===== src/rtl/cache_pkg.sv =====
// Shared widths and state encoding for the cache controller slice.
package cache_pkg;
    localparam int ADDR_W  = 16;
    localparam int DATA_W  = 16;
    localparam int TAG_W   = 8;
    localparam int INDEX_W = 8;

    typedef enum logic [2:0] {
        IDLE   = 3'd0,
        LOOKUP = 3'd1,
        CHECK  = 3'd2,
        MEM_RD = 3'd3,
        REFILL = 3'd4,
        WRITE  = 3'd5,
        MEM_WR = 3'd6
    } state_t;
endpackage


===== src/rtl/cache_controller_if.sv =====
// CPU, cache and main-memory signal bundle; slave = controller view, master = surrounding system.
interface cache_controller_if;
    import cache_pkg::*;

    logic              cpu_rd;
    logic              cpu_wr;
    logic [ADDR_W-1:0] cpu_addr;
    logic [DATA_W-1:0] cpu_wdata;
    logic [DATA_W-1:0] cpu_rdata;
    logic              cpu_ready;
    logic [ADDR_W-1:0] cache_addr;
    logic [DATA_W-1:0] cache_wdata;
    logic              cache_w_command;
    logic [DATA_W-1:0] cache_rdata;
    logic              cache_read_hit;
    logic              mem_req;
    logic              mem_we;
    logic [ADDR_W-1:0] mem_addr;
    logic [DATA_W-1:0] mem_wdata;
    logic [DATA_W-1:0] mem_rdata;
    logic              mem_ack;
    logic [15:0]       hit_count;
    logic [15:0]       miss_count;

    modport slave (
        input  cpu_rd, cpu_wr, cpu_addr, cpu_wdata, cache_rdata, cache_read_hit, mem_rdata, mem_ack,
        output cpu_rdata, cpu_ready, cache_addr, cache_wdata, cache_w_command,
               mem_req, mem_we, mem_addr, mem_wdata, hit_count, miss_count
    );

    modport master (
        output cpu_rd, cpu_wr, cpu_addr, cpu_wdata, cache_rdata, cache_read_hit, mem_rdata, mem_ack,
        input  cpu_rdata, cpu_ready, cache_addr, cache_wdata, cache_w_command,
               mem_req, mem_we, mem_addr, mem_wdata, hit_count, miss_count
    );
endinterface


===== src/rtl/cache_stat_counter.sv =====
// 16-bit event counter that sticks at all-ones; async clear on rst.
module cache_stat_counter (
    input  logic        clk,
    input  logic        rst,
    input  logic        en,
    output logic [15:0] count
);
    always_ff @(posedge clk or posedge rst) begin
        if (rst) begin
            count <= 16'h0000;
        end else if (en && count != 16'hFFFF) begin
            count <= count + 16'h0001;
        end
    end
endmodule


===== src/rtl/cache_controller.sv =====
// Sequences CPU reads (lookup, miss fetch + refill) and write-through writes; stalls CPU until done.
// Optional hit/miss statistics enabled by CACHE_CTRL_STATS_EN.
module cache_controller #(
    parameter int ADDR_W = 16,
    parameter int DATA_W = 16
) (
    input  logic               clk,
    input  logic               rst,
    cache_controller_if.slave  bus
);
    import cache_pkg::state_t;
    import cache_pkg::IDLE;
    import cache_pkg::LOOKUP;
    import cache_pkg::CHECK;
    import cache_pkg::MEM_RD;
    import cache_pkg::REFILL;
    import cache_pkg::WRITE;
    import cache_pkg::MEM_WR;

    state_t            state, state_n;
    logic [ADDR_W-1:0] addr_q;
    logic [DATA_W-1:0] wdata_q;
    logic [DATA_W-1:0] data_q;
    logic [DATA_W-1:0] rdata_q;
    logic              ready_q;

    always_ff @(posedge clk or posedge rst) begin
        if (rst) begin
            state <= IDLE;
        end else begin
            state <= state_n;
        end
    end

    always_comb begin
        state_n = state;
        unique case (state)
            IDLE: begin
                // ready_q is still high in the completion cycle while the CPU drops its request
                if (!ready_q) begin
                    if (bus.cpu_wr)      state_n = WRITE;
                    else if (bus.cpu_rd) state_n = LOOKUP;
                end
            end
            LOOKUP:  state_n = CHECK;
            CHECK:   state_n = bus.cache_read_hit ? IDLE : MEM_RD;
            MEM_RD:  if (bus.mem_ack) state_n = REFILL;
            REFILL:  state_n = IDLE;
            WRITE:   state_n = MEM_WR;
            MEM_WR:  if (bus.mem_ack) state_n = IDLE;
            default: state_n = IDLE;
        endcase
    end

    always_comb begin
        bus.mem_req         = 1'b0;
        bus.mem_we          = 1'b0;
        bus.cache_w_command = 1'b0;
        bus.cache_wdata     = wdata_q;
        unique case (state)
            MEM_RD: bus.mem_req = 1'b1;
            MEM_WR: begin
                bus.mem_req = 1'b1;
                bus.mem_we  = 1'b1;
            end
            WRITE:  bus.cache_w_command = 1'b1;
            REFILL: begin
                bus.cache_w_command = 1'b1;
                bus.cache_wdata     = data_q;
            end
            default: ;
        endcase
    end

    always_ff @(posedge clk or posedge rst) begin
        if (rst) begin
            addr_q  <= '0;
            wdata_q <= '0;
            data_q  <= '0;
            rdata_q <= '0;
            ready_q <= 1'b0;
        end else begin
            ready_q <= 1'b0;
            unique case (state)
                IDLE: begin
                    if (!ready_q && (bus.cpu_wr || bus.cpu_rd)) begin
                        addr_q <= bus.cpu_addr;
                        if (bus.cpu_wr) wdata_q <= bus.cpu_wdata;
                    end
                end
                CHECK: begin
                    if (bus.cache_read_hit) begin
                        rdata_q <= bus.cache_rdata;
                        ready_q <= 1'b1;
                    end
                end
                MEM_RD: if (bus.mem_ack) data_q <= bus.mem_rdata;
                REFILL: begin
                    rdata_q <= data_q;
                    ready_q <= 1'b1;
                end
                MEM_WR: if (bus.mem_ack) ready_q <= 1'b1;
                default: ;
            endcase
        end
    end

    assign bus.cpu_rdata  = rdata_q;
    assign bus.cpu_ready  = ready_q;
    assign bus.cache_addr = addr_q;
    assign bus.mem_addr   = addr_q;
    assign bus.mem_wdata  = wdata_q;

`ifdef CACHE_CTRL_STATS_EN
    logic        hit_en, miss_en;
    logic [15:0] hit_cnt, miss_cnt;

    assign hit_en  = (state == CHECK) &&  bus.cache_read_hit;
    assign miss_en = (state == CHECK) && !bus.cache_read_hit;

    cache_stat_counter u_hit_cnt  (.clk(clk), .rst(rst), .en(hit_en),  .count(hit_cnt));
    cache_stat_counter u_miss_cnt (.clk(clk), .rst(rst), .en(miss_en), .count(miss_cnt));

    assign bus.hit_count  = hit_cnt;
    assign bus.miss_count = miss_cnt;
`else
    assign bus.hit_count  = 16'h0000;
    assign bus.miss_count = 16'h0000;
`endif
endmodule


===== src/flat_wrapper.sv =====
// flat-port wrapper written by rule: the top's interface ports become plain ports
module cache_controller_flat import cache_pkg::state_t; import cache_pkg::IDLE; import cache_pkg::LOOKUP; import cache_pkg::CHECK; import cache_pkg::MEM_RD; import cache_pkg::REFILL; import cache_pkg::WRITE; import cache_pkg::MEM_WR;
#(
    parameter int ADDR_W = 16,
    parameter int DATA_W = 16
)
  (clk, rst, bus_cpu_rd, bus_cpu_wr, bus_cpu_addr, bus_cpu_wdata, bus_cache_rdata, bus_cache_read_hit, bus_mem_rdata, bus_mem_ack, bus_cpu_rdata, bus_cpu_ready, bus_cache_addr, bus_cache_wdata, bus_cache_w_command, bus_mem_req, bus_mem_we, bus_mem_addr, bus_mem_wdata, bus_hit_count, bus_miss_count);
  cache_controller_if bus_i ();
  input  logic clk;
  input  logic rst;
  input wire logic [$bits(bus_i.cpu_rd)-1:0] bus_cpu_rd;
  input wire logic [$bits(bus_i.cpu_wr)-1:0] bus_cpu_wr;
  input wire logic [$bits(bus_i.cpu_addr)-1:0] bus_cpu_addr;
  input wire logic [$bits(bus_i.cpu_wdata)-1:0] bus_cpu_wdata;
  input wire logic [$bits(bus_i.cache_rdata)-1:0] bus_cache_rdata;
  input wire logic [$bits(bus_i.cache_read_hit)-1:0] bus_cache_read_hit;
  input wire logic [$bits(bus_i.mem_rdata)-1:0] bus_mem_rdata;
  input wire logic [$bits(bus_i.mem_ack)-1:0] bus_mem_ack;
  output wire logic [$bits(bus_i.cpu_rdata)-1:0] bus_cpu_rdata;
  output wire logic [$bits(bus_i.cpu_ready)-1:0] bus_cpu_ready;
  output wire logic [$bits(bus_i.cache_addr)-1:0] bus_cache_addr;
  output wire logic [$bits(bus_i.cache_wdata)-1:0] bus_cache_wdata;
  output wire logic [$bits(bus_i.cache_w_command)-1:0] bus_cache_w_command;
  output wire logic [$bits(bus_i.mem_req)-1:0] bus_mem_req;
  output wire logic [$bits(bus_i.mem_we)-1:0] bus_mem_we;
  output wire logic [$bits(bus_i.mem_addr)-1:0] bus_mem_addr;
  output wire logic [$bits(bus_i.mem_wdata)-1:0] bus_mem_wdata;
  output wire logic [$bits(bus_i.hit_count)-1:0] bus_hit_count;
  output wire logic [$bits(bus_i.miss_count)-1:0] bus_miss_count;
  assign bus_i.cpu_rd = bus_cpu_rd;
  assign bus_i.cpu_wr = bus_cpu_wr;
  assign bus_i.cpu_addr = bus_cpu_addr;
  assign bus_i.cpu_wdata = bus_cpu_wdata;
  assign bus_i.cache_rdata = bus_cache_rdata;
  assign bus_i.cache_read_hit = bus_cache_read_hit;
  assign bus_i.mem_rdata = bus_mem_rdata;
  assign bus_i.mem_ack = bus_mem_ack;
  assign bus_cpu_rdata = bus_i.cpu_rdata;
  assign bus_cpu_ready = bus_i.cpu_ready;
  assign bus_cache_addr = bus_i.cache_addr;
  assign bus_cache_wdata = bus_i.cache_wdata;
  assign bus_cache_w_command = bus_i.cache_w_command;
  assign bus_mem_req = bus_i.mem_req;
  assign bus_mem_we = bus_i.mem_we;
  assign bus_mem_addr = bus_i.mem_addr;
  assign bus_mem_wdata = bus_i.mem_wdata;
  assign bus_hit_count = bus_i.hit_count;
  assign bus_miss_count = bus_i.miss_count;
  cache_controller #(.ADDR_W(ADDR_W), .DATA_W(DATA_W)) u_core (.clk(clk), .rst(rst), .bus(bus_i));
endmodule

===== config.mk =====
export PLATFORM = sky130hd
export DESIGN_NAME = cache_controller_flat
export DESIGN_NICKNAME = d
export VERILOG_FILES = /design/src/rtl/cache_pkg.sv /design/src/rtl/cache_controller_if.sv /design/src/rtl/cache_stat_counter.sv /design/src/rtl/cache_controller.sv /design/src/flat_wrapper.sv
export SDC_FILE = /design/constraint.sdc
export NUM_CORES = 1
export LEC_CHECK = 0
export ABC_AREA = 1
export CORE_UTILIZATION = 36
export CTS_CLUSTER_DIAMETER = 100
export CTS_CLUSTER_SIZE = 10
export DETAILED_ROUTE_END_ITERATION = 8
export PLACE_DENSITY_LB_ADDON = 0.05
export SKIP_LAST_GASP = 1
export SLEW_MARGIN = 20
export SYNTH_ARGS = -nofsm -noshare
export SYNTH_HDL_FRONTEND = slang
export SYNTH_HIERARCHICAL = 1
export SYNTH_SLANG_ARGS = --single-unit

===== constraint.sdc =====
create_clock -name clk -period 2.4 [get_ports clk]
set_input_delay 0.6 -clock clk [delete_from_list [all_inputs] [get_ports clk]]
set_output_delay 0.6 -clock clk [all_outputs]
set_load 0.02 [all_outputs]

Word-level counts from Yosys, hierarchy flattened:

Cells that the tools add are included.

* output and inout port bits: 116
* bits in registers: 68
* word-level logic and storage cells: 45

* equality and inequality tests: 11
* reduce and logical (&&, ||, !) cells: 12
* multiplexer cells: 16

Operators with widths (count)
* 16-bit 2-to-1 mux: 2
* 16-bit case mux with 2 select lines: 1
* 3-bit case mux with 6 select lines: 1
* 3-bit 2-to-1 mux: 5
* 3-bit == test, second input constant: 3
* 2-bit inequality test, second input constant: 4
* 3-bit by 2-bit == test with 1-bit output, second input constant: 2
* 2-bit AND reduction: 3
* 1-bit 2-to-1 mux: 5
* 4-bit AND reduction: 1
* 2-bit OR reduction: 2
* 3-bit by 1-bit == test with 1-bit output, second input constant: 1
* 3-bit zero test: 1
* 3-bit inequality test, second input constant: 1
* 1-bit case mux with 3 select lines: 1
* 3-bit AND reduction: 1
* 2-bit 2-to-1 mux: 1
* 2-bit nonzero test: 1
* 1-bit logical AND: 1
* 1-bit zero test: 1
* 1-bit logical OR: 1

Longest topological paths before layout:

* depth after elaboration: 4
* gate-level depth with buffers: 8

Worst setup path after synthesis:

OpenSTA, ideal clock, no wires.

* path type: register to output
* from: register u_core.state[0]
* to: output port bus_cache_wdata[0]
* setup slack: 625 ps
* arrival: 1175 ps
* required time: 1800 ps
* stages on the path, launching flop included: 7
* cell sequence: dfrtp_1 > nor2_2 > nand2_2 > inv_4 > buf_4 > nand2_1 > nand2_1

* word-level cells in the longest chain between the ends: 2

Ends and longest elaborated chain
* from (decl): line cache_controller.sv:20 `state_t state, state_n;`
* from (signal assigned): line cache_controller.sv:31 `state <= state_n;`
* 3-bit == test: line cache_controller.sv:60 `unique case (state)`
* 16-bit 2-to-1 mux: line cache_controller.sv:60
* to (decl): line flat_wrapper.sv:22 `output wire logic [$bits(bus_i.cache_wdata)-1:0] bus_cache_wdata;`

Every way passes these cells.

Worst setup path after layout:

* from: register u_core.state[0]
* to: output port bus_cache_wdata[4]

The elaborated chain is that of the path after synthesis.

==> impl_metrics.env <==
export IMPL_cts_reportedPaths_clkPinSlew_ns=0.07
export IMPL_count_of_input_and_output_buffers=153
export IMPL_crit_path_max_fanout=19
export IMPL_clockRootBuffer="sky130_fd_sc_hd__clkbuf_8"
export IMPL_power_density_nw_per_um2=1404
export IMPL_antenna_diode_count=0
export IMPL_max_stage_delay_ns=0.39
export IMPL_dominantRegCellSynth="sky130_fd_sc_hd__dfrtp_1"
export IMPL_timing_hold_worst_start="u_core/bus.cpu_rdata[11]"
export IMPL_grt_setup_unrepaired="false"
export IMPL_wl_per_cell_um=13.06
export IMPL_critical_path_reg2reg_endpoint="u_core/data_q[8]"
export IMPL_cp_data_arrival_time_ns=1.68
export IMPL_worstRegToRegCells=7
export IMPL_synthTopCellsByCount="sky130_fd_sc_hd__nand2_1, sky130_fd_sc_hd__dfrtp_1, sky130_fd_sc_hd__buf_4"
export IMPL_yosys_register_bits=68
export IMPL_grt_first_pass_wirelength_mm=15.16
export IMPL_rrSetupSlack_ns=0.77
export IMPL_ir_drop_uv=608.4
export IMPL_synthTopCellsByArea="sky130_fd_sc_hd__dfrtp_1, sky130_fd_sc_hd__nand2_1, sky130_fd_sc_hd__buf_4"
export IMPL_async_flop_share_pct=100.0
export IMPL_floorplan_initialDensity_pct=37.68
export IMPL_maxCapViolations=0
export IMPL_count_of_flip_flops_with_a_built_in_enable_after_synthesis=0
export IMPL_cts_num_sinks=68
export IMPL_final_min_period_over_clock_period_pct=94.97
export IMPL_synth_yosys_seq_area_share_pct=48.19
export IMPL_first_global_vias=2966
export IMPL_die_area_um2=10210
export IMPL_worstSetupPathType="reg2out"
export IMPL_cts_path_max_buffers=2
export IMPL_timing_final_setup_violations=0
export IMPL_timing_hold_worst_endpoint="u_core/bus.cpu_rdata[11]"
export IMPL_pwr_share_seq_pct=28.3
export IMPL_p_switching_mw=3.181
export IMPL_synth_lib_cells_used_distinct=21
export IMPL_timing_critical_path_cells="nor2_2, nand2_2, buf_4, nand2_1, nand2_1, dlygate4sd2_1"
export IMPL_totalNegativeSetupSlack_ns=0
export IMPL_firstDrtPassIters=4
export IMPL_crit_path_start_kind="flip-flop"
export IMPL_yosys_warnings=6
export IMPL_hold_depth=2
export IMPL_yosysTopAreaCell="sky130_fd_sc_hd__dfrtp_1"
export IMPL_comb_power_share_pct=55.7
export IMPL_ctsHtreeMaxLevel=3
export IMPL_rows=35
export IMPL_dr_first_iter_drc_count=149
export IMPL_cp_end_kind="primary output"
export IMPL_fmax_mhz=438.7
export IMPL_internal_power_mw=4.109
export IMPL_pwr_share_clk_pct=16.0
export IMPL_gp_congestion=0.8542
export IMPL_floorplan_die_width_um=101.0
export IMPL_areaGrowthSynthToFinish_pct=47.09
export IMPL_reg2reg_start="u_core/state[2]"
export IMPL_yosys_area_top_type_share_pct=48.19
export IMPL_drt_vias_per_instance=4.349
export IMPL_place_detailed_hpwl_mm=7.164
export IMPL_finalPower_mw=7.290
export IMPL_initial_antenna_violation_count=0
export IMPL_period_needed_ns=2.279
export IMPL_slowest_stage="sky130_fd_sc_hd__dfrtp_1"
export IMPL_worst_skew_pair_late_latency_ns=0.33
export IMPL_dr_total_vias=3166
export IMPL_post_synth_top_count_cell="sky130_fd_sc_hd__nand2_1"
export IMPL_holdBufCountCts=0
export IMPL_drc=0
export IMPL_nets=664
export IMPL_cts_tree="done"
export IMPL_core_area_um2=9371
export IMPL_leakage_nw=2.741
export IMPL_average_size_of_a_mapped_cell_um2=7.794
export IMPL_fin_worst_skew_ns=0.008828
export IMPL_maximum_number_of_pins_on_one_net_before_global_route_repair=69
export IMPL_result_of_the_run="finished, final reports clean"
export IMPL_antenna_left=0
export IMPL_grt_overflow_total=0
export IMPL_top_level_ports=186
export IMPL_mappedNetlistArea_um2=3531
export IMPL_worst_endpoint_required_ns=1.80
export IMPL_finalWirelength_mm=9.505
export IMPL_p_sw_share_pct=43.64
export IMPL_crit_path_frequent_cell="sky130_fd_sc_hd__nand2_1"
export IMPL_timing_hold_violations_final=0
export IMPL_cts_inserted_buffers=9
export IMPL_all_layer_gr_usage_pct=19.39
export IMPL_dieHeight_um=101.0
export IMPL_drv_slew=0
export IMPL_timing_hold_worst_class="reg2reg"
export IMPL_synthCells=453
export IMPL_post_route_cells_drive_above_1_share_pct=8.180
## power groups by stage
stage                     Clock [mW]  Combinational, mW  Sequential (mW)
after floorplan                    0               2.09             2.49
after global placement             0               4.21             2.09
after detailed placement           0               4.23             2.08
after CTS                       1.19               4.10             2.08
after global routing            1.25               4.44             2.14
final                           1.17               4.06             2.07
## flip-flops by register name, indices dropped and copies added (netlist names)
name / flops
u_core/bus.cache_addr: 16
u_core/bus.cpu_rdata: 16
u_core/bus.cpu_ready: 1
u_core/bus.mem_wdata: 16
u_core/data_q: 16
u_core/state: 3
## worst max path at each step
stage / startpoint / end / cells after the start
floorplan: rst / u_core/bus.cache_addr[0] / 1
global placement: u_core/state[0] / bus_cache_wdata[7] / 6
detailed placement: u_core/state[0] / bus_cache_wdata[2] / 6
CTS: u_core/state[0] / bus_cache_wdata[4] / 6
global route: u_core/state[0] / bus_cache_wdata[4] / 6
finish: u_core/state[0] / bus_cache_wdata[4] / 6
## cell families (layout without fill, tap and decap cells)
kind of cell	Yosys count	in the layout	share of synthesized area (%)
and+or+nand+nor	273	273	31.68
DFF	68	68	48.19
buffers and inverters	91	206	16.02
other	1	32	0.1062
AOI/OAI and AO/OA	20	20	4.004
## timing repair
action,CTS,global route
resized for setup,20,0
setup endpoints to repair,19,0
buffers inserted,0,0
## through the flow
stage	std cells	instance area [µm²]	hold slack (ns)	util (%)	setup WS (ns)
2_1_floorplan	484	3647	0.4422	-	0.08849
3_3_place_gp	712	4966	0.4560	52.99	0.2078
3_5_place_dp	712	4966	0.4597	52.99	0.1734
4_1_cts	728	5194	0.4777	55.42	0.1049
5_1_grt	728	5194	0.5075	55.42	0.003041
6_report	728	5194	0.4740	55.42	0.1208
## cell usage in the layout (no fill, tap or decap), types with 2 or more instances in the layout
master	n
sky130_fd_sc_hd__buf_4	9
sky130_fd_sc_hd__bufinv_16	3
sky130_fd_sc_hd__clkbuf_8	10
sky130_fd_sc_hd__clkdlybuf4s50_1	134
sky130_fd_sc_hd__conb_1	32
sky130_fd_sc_hd__dfrtp_1	68
sky130_fd_sc_hd__dlygate4sd2_1	19
sky130_fd_sc_hd__inv_1	22
sky130_fd_sc_hd__inv_2	3
sky130_fd_sc_hd__nand2_1	224
sky130_fd_sc_hd__nand2_2	3
sky130_fd_sc_hd__nand3_1	39
sky130_fd_sc_hd__nor2_1	2
sky130_fd_sc_hd__nor2_4	2
sky130_fd_sc_hd__o21ai_1	8
sky130_fd_sc_hd__o21ai_2	11
## critical path: cells and delay by family, from the launching register on
kind	cells	cell delay [ns]
buffers and inverters	2	0.54
flip-flops	1	0.39
AND/OR/NAND/NOR	4	0.41
## layer usage
metal	GRT usage [%]	wire length (µm)	vias to the layer above
met5	0	0	-
met4	5.909	119	0
met3	4.230	891	8
met2	28.40	3887	147
met1	28.47	4607	1415
li1	-	-	1596
## area by class of cell
type | count | area, µm²
Clock buffer | 10 | 137.6
Clock inverter | 6 | 111.4
Fill cell | 914 | 4178
Inverter | 27 | 106.4
Multi-Input combinational cell | 325 | 1380
Sequential cell | 68 | 1702
Tap cell | 129 | 161.4
Timing Repair Buffer | 163 | 1595
Note: power is estimated with default switching activity, not from simulation.
